File: config.mk
export PLATFORM = sky130hd
export DESIGN_NAME = pool_sequencer
export DESIGN_NICKNAME = d
export VERILOG_FILES = /design/src/rtl/pool_pkg.sv /design/src/rtl/line_ring3.sv /design/src/rtl/pool_sequencer.sv
export SDC_FILE = /design/constraint.sdc
export NUM_CORES = 2
export LEC_CHECK = 0
export CAP_MARGIN = 5
export CORE_AREA = 2 2 433 435
export CTS_CLUSTER_DIAMETER = 80
export DETAILED_ROUTE_END_ITERATION = 16
export DIE_AREA = 0 0 435 437
export RECOVER_POWER = 50
export SYNTH_ARGS = -nofsm -noshare
export SYNTH_HDL_FRONTEND = slang
export SYNTH_SLANG_ARGS = --single-unit
File: constraint.sdc
create_clock -name clk -period 4.25 [get_ports clk]
set_input_delay 1.275 -clock clk [delete_from_list [all_inputs] [get_ports clk]]
set_output_delay 1.275 -clock clk [all_outputs]
set_load 0.005 [all_outputs]
File: src/rtl/pool_pkg.sv
// Shared types and constants for the average-pooling sequencer.
// Mode encoding, lane geometry, FSM state enum and ring-index helper.
package pool_pkg;

    localparam int ROW_W   = 18;
    localparam int PIX_W   = 10;
    localparam int RES_W   = 17;
    localparam int N_LANES = 16;

    localparam logic POOL_3X3 = 1'b1;
    localparam logic POOL_2X2 = 1'b0;

    typedef enum logic [2:0] {
        ST_IDLE,
        ST_FILL,
        ST_ISSUE,
        ST_WAIT,
        ST_OUT
    } pool_state_t;

    function automatic logic [1:0] ring_next(input logic [1:0] r);
        return (r == 2'd2) ? 2'd0 : r + 2'd1;
    endfunction

endpackage

File: src/rtl/line_ring3.sv
// Three-row ring line buffer: one pixel write per cycle, rotated combinational read.
// Read port places the row at index rd_old in slot 0 and the newest row in slot 2.
module line_ring3
    import pool_pkg::*;
(
    input  logic                          clk,
    input  logic                          we,
    input  logic [1:0]                    wr_row,
    input  logic [$clog2(ROW_W)-1:0]      wr_col,
    input  logic [PIX_W-1:0]              wr_dat,
    input  logic [1:0]                    rd_old,
    output logic [3*ROW_W*PIX_W-1:0]      rd_rows
);

    localparam int RW = ROW_W * PIX_W;

    logic [RW-1:0] row0;
    logic [RW-1:0] row1;
    logic [RW-1:0] row2;
    logic [1:0]    idx;

    // Contents are don't-care after reset, so the storage carries no reset.
    always_ff @(posedge clk) begin
        if (we) begin
            case (wr_row)
                2'd0:    row0[int'(wr_col) * PIX_W +: PIX_W] <= wr_dat;
                2'd1:    row1[int'(wr_col) * PIX_W +: PIX_W] <= wr_dat;
                2'd2:    row2[int'(wr_col) * PIX_W +: PIX_W] <= wr_dat;
                default: ;
            endcase
        end
    end

    always_comb begin
        rd_rows = '0;
        idx     = rd_old;
        for (int k = 0; k < 3; k++) begin
            case (idx)
                2'd0:    rd_rows[k*RW +: RW] = row0;
                2'd1:    rd_rows[k*RW +: RW] = row1;
                2'd2:    rd_rows[k*RW +: RW] = row2;
                default: rd_rows[k*RW +: RW] = '0;
            endcase
            idx = ring_next(idx);
        end
    end

endmodule

File: src/rtl/pool_sequencer.sv
// Frame controller for the pooling datapath: fills a 3-row ring, issues windows, returns results.
// pool_go one cycle after the closing pixel, res_valid POOL_LAT+1 later; pix_ready low outside FILL.
module pool_sequencer
    import pool_pkg::*;
#(
    parameter int FRAME_H  = 18,
    parameter int POOL_LAT = 2
) (
    input  logic                          clk,
    input  logic                          rst_n,
    input  logic                          start,
    input  logic                          size_in,
    input  logic                          pix_valid,
    output logic                          pix_ready,
    input  logic [PIX_W-1:0]              pix_data,
    output logic [3*ROW_W*PIX_W-1:0]      pool_rows,
    output logic                          pool_size,
    output logic                          pool_go,
    input  logic [N_LANES*RES_W-1:0]      pool_res,
    output logic                          res_valid,
    input  logic                          res_ready,
    output logic [N_LANES*RES_W-1:0]      res_data,
    output logic                          res_last,
    output logic                          busy,
    output logic                          done
);

    localparam int RW = ROW_W * PIX_W;
    localparam int CW = $clog2(FRAME_H + 1);
    localparam int LW = $clog2(POOL_LAT + 1);
    localparam int XW = $clog2(ROW_W);

    localparam logic [CW-1:0] FH       = CW'(FRAME_H);
    localparam logic [CW-1:0] NWIN_3X3 = CW'(FRAME_H - 2);
    localparam logic [CW-1:0] NWIN_2X2 = CW'(FRAME_H / 2);
    localparam logic [XW-1:0] COL_LAST = XW'(ROW_W - 1);
    localparam logic [LW-1:0] LAT_LAST = LW'(POOL_LAT - 1);

    pool_state_t    state;
    pool_state_t    state_nx;

    logic [XW-1:0]  col;
    logic [CW-1:0]  rows_rx;
    logic [CW-1:0]  win_cnt;
    logic [1:0]     wr_row;
    logic [LW-1:0]  lat_cnt;
    logic           last_q;
    logic           done_q;

    logic           pix_acc;
    logic           row_wrap;
    logic [CW-1:0]  rows_nx;
    logic           win_cond;
    logic           frame_end;
    logic           lat_end;
    logic [1:0]     wr_row_nx;
    logic [CW-1:0]  n_win;
    logic [3*RW-1:0] ring_rd;
    logic [3*RW-1:0] win_rows;

    assign pix_acc   = pix_valid && pix_ready;
    assign row_wrap  = pix_acc && (col == COL_LAST);
    assign rows_nx   = rows_rx + CW'(1);
    assign wr_row_nx = ring_next(wr_row);
    assign lat_end   = (lat_cnt == LAT_LAST);
    assign n_win     = (pool_size == POOL_3X3) ? NWIN_3X3 : NWIN_2X2;
    assign win_cond  = (pool_size == POOL_2X2) ? !rows_nx[0] : (rows_nx >= CW'(3));
    // An odd 2x2 frame ends on a row wrap that yields no window.
    assign frame_end = (row_wrap && !win_cond && (rows_nx == FH)) ||
                       ((state == ST_OUT) && res_ready && (rows_rx == FH));

    line_ring3 u_ring (
        .clk     (clk),
        .we      (pix_acc),
        .wr_row  (wr_row),
        .wr_col  (col),
        .wr_dat  (pix_data),
        .rd_old  (wr_row_nx),
        .rd_rows (ring_rd)
    );

    // The closing pixel lands in the ring on this same edge, so it is spliced in here.
    always_comb begin
        win_rows = ring_rd;
        win_rows[2*RW + (ROW_W-1)*PIX_W +: PIX_W] = pix_data;
    end

    always_ff @(posedge clk or negedge rst_n) begin
        if (!rst_n) state <= ST_IDLE;
        else        state <= state_nx;
    end

    always_comb begin
        state_nx = state;
        case (state)
            ST_IDLE:  if (start) state_nx = ST_FILL;
            ST_FILL: begin
                if (row_wrap) begin
                    if (win_cond)            state_nx = ST_ISSUE;
                    else if (rows_nx == FH)  state_nx = ST_IDLE;
                end
            end
            ST_ISSUE: state_nx = ST_WAIT;
            ST_WAIT:  if (lat_end) state_nx = ST_OUT;
            ST_OUT:   if (res_ready) state_nx = (rows_rx == FH) ? ST_IDLE : ST_FILL;
            default:  state_nx = ST_IDLE;
        endcase
    end

    always_comb begin
        pix_ready = (state == ST_FILL);
        pool_go   = (state == ST_ISSUE);
        res_valid = (state == ST_OUT);
        res_last  = (state == ST_OUT) && last_q;
        busy      = (state != ST_IDLE);
        done      = done_q;
    end

    always_ff @(posedge clk or negedge rst_n) begin
        if (!rst_n) begin
            pool_size <= 1'b0;
            pool_rows <= '0;
            res_data  <= '0;
            col       <= '0;
            rows_rx   <= '0;
            win_cnt   <= '0;
            wr_row    <= 2'd0;
            lat_cnt   <= '0;
            last_q    <= 1'b0;
            done_q    <= 1'b0;
        end else begin
            done_q <= frame_end;
            case (state)
                ST_IDLE: begin
                    if (start) begin
                        pool_size <= size_in;
                        col       <= '0;
                        rows_rx   <= '0;
                        win_cnt   <= '0;
                        wr_row    <= 2'd0;
                    end
                end
                ST_FILL: begin
                    if (pix_acc) begin
                        col <= row_wrap ? '0 : col + XW'(1);
                        if (row_wrap) begin
                            rows_rx <= rows_nx;
                            wr_row  <= wr_row_nx;
                            if (win_cond) begin
                                pool_rows <= win_rows;
                                win_cnt   <= win_cnt + CW'(1);
                                last_q    <= ((win_cnt + CW'(1)) == n_win);
                            end
                        end
                    end
                end
                ST_ISSUE: lat_cnt <= '0;
                ST_WAIT: begin
                    lat_cnt <= lat_cnt + LW'(1);
                    if (lat_end) res_data <= pool_res;
                end
                default: ;
            endcase
        end
    end

endmodule
; After elaboration in Yosys (flattened, before gate mapping)
; Cells that the tools add are included.
[word_totals]
out_inout_bits = 819
latchBits = 0
n_memories = 0
register_bits = 1377
mem_bits_ro = 0
mem_bits_rw = 0
[classes]
muxes = 35
shifts = 2
add_sub_neg = 8
n_bitwise = 0
reduce_logical = 28
multipliers = 1
n_div = 0
n_lt_le_gt_ge = 1
eq_ne = 24
[op_table]
columns = op, n
row1 = $pmux 180 s3, 2
row2 = $bwmux 180, 3
row3 = $pmux 170 s3, 1
row4 = $shift 10x33->180 const A, 1
row5 = $shiftx 10x33->180, 1
row6 = $mux 5, 9
row7 = $neg 9->33, 1
row8 = $pmux 5 s2, 3
row9 = $mux 3, 6
row10 = $add 5x1->5 const B, 3
row11 = $eq 5x5->1 const B, 3
row12 = $pmux 3 s5, 1
row13 = $mux 2, 6
row14 = $eq 2x1->1 const B, 5
row15 = $reduce_and 2->1, 5
row16 = $reduce_and 5->1, 2
row17 = $add 2x1->2 const B, 4
row18 = $eq 2x2->1 const B, 4
row19 = $logic_not 2->1, 4
row20 = $mul 5x3->8 const B, 1
row21 = $ne 2x1->1 const B, 4
row22 = $pmux 2 s2, 2
row23 = $reduce_and 4->1, 2
row24 = $logic_and 1x1->1, 7
row25 = other kinds (14), 19

; Depth between registers and ports, before layout
[logic_depth]
word_depth = 8
depth_mapped = 14
mapped_depth_nobuf = 13

; By module
; A second synthesis with hierarchy kept.
[unflattened]
cells_unflattened = 6344
hier_area_um2 = 64094.0
[by_module_without_submodules]
columns = module, cells_per_inst, area_per_inst_um2, n_inst, seq_area_each_um2
row1 = line_ring3, 3326, 32476.1, 1, 16215.6
row2 = pool_sequencer, 3018, 31617.8, 1, 20945.1

; Least setup slack after synthesis
; Ideal clock, no wire load.
[synth_timing]
kind = reg-to-reg
from = register, netlist name col[1]
to = register u_ring.row0[38], enable pin
t_required_ns = 3.921
period_less_slack_ns = 3.592
setup_time_ns = 0.329
arrival_time_ns = 3.263
slack_ns = 0.658
stages_incl_launch_ff = 14
cell_sequence = dfrtp_1 ha_1 ha_1 inv_1 fa_1 nor2b_1 nand3_1 nor2_1 ha_1 inv_1 nor3_4 nand2_1 clkbuf_1 nor3_1
[synth_lines]
columns = item, line_no
row1 = "to (signal, indexed assignment)", line_ring3.sv:26  ; 2'd0: row0[int'(wr_col) * PIX_W +: PIX_W] <= wr_dat;
row2 = to (decl), line_ring3.sv:17  ; logic [RW-1:0] row0;

==> summary.txt <==
Yosys
  • Synth unique cells: 80
  • Mean post-synth cell area: 10.9 µm²
  • EDFF count, synth: 540
  • Most frequent cell after synthesis: dfrtp_1
  • Post-synth top cells: dfrtp_1, nor2_1, nand2_1
  • Post-Syn Nets: 5961
  • Leading area contributor after synthesis: dfrtp_1
  • Synth Cell Area: 61800 µm²
  • Register area share after synthesis: 60.1%
  • Syn Inst Count: 5657
  • Yosys top cell area share: 33.9%
  • Flops & latches, synth: 1377
  • Ys flop type: dfrtp_1
  • Synth async-reset ratio: 60.8%
  • Top cells by area, synth: dfrtp_1, edfxtp_1, mux2i_1, mux2_2, nor2_1
  • Syn. warnings: 0

Route
  • Initial DRC count: 3712
  • DRC Markers: 0
  • Via/cell ratio: between 5 and 6
  • Routed len/inst: 26.9 µm
  • Post-Route WL: 252 mm
  • Via count: 48100
  • DR pass1 iterations: 7
  • Post-DRT Antenna Nets: 0

Min path
  • Critical hold path startpoint: pool_rows[321]
  • Hold Path Class: reg2reg

Die
  • Row count: roughly 160
  • Die Area: 190000 µm²
  • Die W: ~440 µm
  • DIE HEIGHT: 437 µm
  • Core area: ~190000 µm²
  • Effective utilization at floorplan: 33.4%
  • Ports: 1107

Timing
  • Fin. max-slew vios: 70
  • RSZ-0062 raised after global routing: false
  • Setup violations, final: 0
  • Fin crit period: 4.06 ns
  • FMAX: 246 MHz
  • Clk_skew: around 0.028 ns
  • Period utilisation layout: 95.6%
  • Max_slew headroom: -127%
  • Final hold vios: 0
  • Least-Margin Pin Slew: 3.41 ns
  • Setup WS post-layout: around 0.19 ns
  • Fin Setup TNS: 0 ns

Final layout
  • NumNets Final: 7056
  • Finished Layout Cells: 9373
  • Fillers: between 15000 and 20000
  • Share of layout cells above drive strength 1: 12.0%
  • Area Growth Syn to Fin: 32.6%
  • Fin util: 44.3%

CTS
  • Clk buf depth: 3
  • CTS tree: done
  • Cts hold-fix bufs: 0
  • Clk pin slew, worst setup/hold paths: 0.06 ns
  • H-Tree Level Count: 4
  • CTS Root Cell: clkbuf_16
  • # clock sinks: approximately 1400
  • Worst-Skew Late Latency: 0.81 ns
  • CTS Buf Count: 159

Power and ir drop
  • Clock share of power: 28.4%
  • Sequential power share: approximately a third
  • Cell Int Power: between 30000 and 40000 µW
  • Sw frac: between 30% and 40%
  • Leakage power: ~0.032 µW
  • Combinational share of power: 38.3%
  • Reported net switching power: 19000 µW
  • Peak supply drop: around 0.66 mV
  • Cell area power density: approximately 610 nW/µm²

Outcome
  • Status: finished, violations left
  • Failing checks: capacitance limit, slew limit

Global routing
  • GRT overflow: 0
  • First-pass GRT wire length: 353 mm
  • Largest net degree at the start of global routing: 183
  • Initial antenna violation count: 24
  • Number of global-route vias before repair: 47000
  • Gr usage total: 26.0%

Setup path
  • Arr. time, crit path: 4.51 ns
  • Largest fanout on the critical path: 23
  • Setup CP Type: reg2reg
  • Worst setup path startpoint: col[1]
  • Crit start category: flop
  • CP required: 4.70 ns
  • Reg-to-Reg Start: col[1]
  • Critical Path End Type: flop

Placed design
  • Setup WS pre-CTS: 0.138 ns
  • RePlAce Congestion: 1.03
  • Number of port buffers: 1106
  • Placed Cells: 9068
  • DPL Wire Length: roughly 200 mm

Job
  • Max-cap viol count: 2
worst paths after layout:
path,end,slack [ns],depth (start not counted)
max,u_ring.row2[136],0.19,15
min,pool_rows[321],0.47,2
max reg2reg,u_ring.row2[136],0.19,15
min reg2reg,pool_rows[321],0.47,2
max in group asynchronous,pool_rows[337],0.45,3
min in group asynchronous,res_data[3],1.70,1
layer usage:
layer / part of all wire (%) / wire (µm) / GRT usage [%] / vias to the layer above
li1: - / - / - / 22200
met1: 38 / 95700 / 30.0 / 23600
met2: 48 / 122000 / 43.9 / 1734
met3: 7.4 / 18600 / 6.88 / 433
met4: 6.2 / 15500 / 13.8 / 6
met5: 0.017 / 42 / 0 / -
cells by family after synthesis:
logic type      after synthesis  share of synthesized area [%]
fa+ha+maj                    16                          0.336
xor+xnor                     17                          0.288
compound gates             1259                           10.8
simple gates               1707                           11.3
flops                      1377                           60.1
buf+inv                     452                           3.05
mux                         829                           14.1
layout by cell type (no fill, tap or decap), types with 12 or more instances in the layout:
master	instances
ha_1	15
o21ai_1	42
nand2_1	584
a21oi_1	570
nand2_2	12
mux2_2	283
nand3_1	38
nor2_1	818
dfrtp_1	835
edfxtp_1	540
nor3_1	167
dlygate4sd3_1	346
clkbuf_16	167
mux2i_1	534
clkbuf_1	62
bufinv_16	13
o22ai_1	22
o21ai_0	527
o211ai_1	12
nand4_1	16
inv_1	22
buf_12	28
clkdlybuf4s50_1	759
clkbuf_8	22
buf_4	189
clkinv_2	25
what timing repair did:
action | 4_1_cts | 5_1_grt
hold endpoints to repair | 0 | 0
setup buffers | 0 | 3
setup endpoints to repair | 0 | 12
resized for setup | 0 | 2
flip-flops by register name, indices dropped and copies added, names as in the netlist:
name and flops:
pool_rows 540, res_data 272, u_ring.row0 180, u_ring.row1 180, u_ring.row2 180, col 5, rows_rx 5, win_cnt 5
state 3, lat_cnt 2, wr_row 2, done 1, last_q 1, pool_size 1
final cells by class:
type | count | area [µm²] | area share, %
sequential | 1377 | 37200 | 45.4
tap | 2480 | 3100 | 3.79
inverter | 22 | 82.6 | 0.101
clock buffer | 225 | 4620 | 5.63
multi-input combinational | 3828 | 22900 | 27.9
antenna | 8 | 20.0 | 0.0244
timing repair buffer | 1364 | 13300 | 16.2
clock inverter | 69 | 803 | 0.980
worst max-delay path: stages (launching register included):
cell,delay (ns)
dfrtp_1,0.38
ha_1,0.29
ha_1,0.19
inv_1,0.07
fa_1,0.52
xor2_1,0.20
nand3_1,0.14
nor2_1,0.05
ha_1,0.28
inv_1,0.11
o21ai_0,0.15
o32ai_4,0.28
buf_4,0.28
nand2_2,0.05
buf_4,0.27
a211oi_1,0.42
through the flow:
step | instance area [µm²] | total power, µW | hold WS (ns)
after floorplan | 61800 | 23900 | 0.435
after global placement | 76800 | 36000 | 0.461
after detailed placement | 76800 | 36100 | 0.470
after CTS | 82200 | 50400 | 0.382
after global routing | 81900 | 51600 | 0.497
final | 81900 | 49900 | 0.475
power groups by stage:
stage | combinational [µW] | sequential (µW) | clock [µW]
floorplan | 7010 | 16900 | 0
global placement | 19200 | 16900 | 0
detailed placement | 19200 | 16900 | 0
CTS | 19200 | 16700 | 14500
global route | 19700 | 16900 | 15000
finish | 19100 | 16700 | 14200
Power figures use the tool's default switching activity.
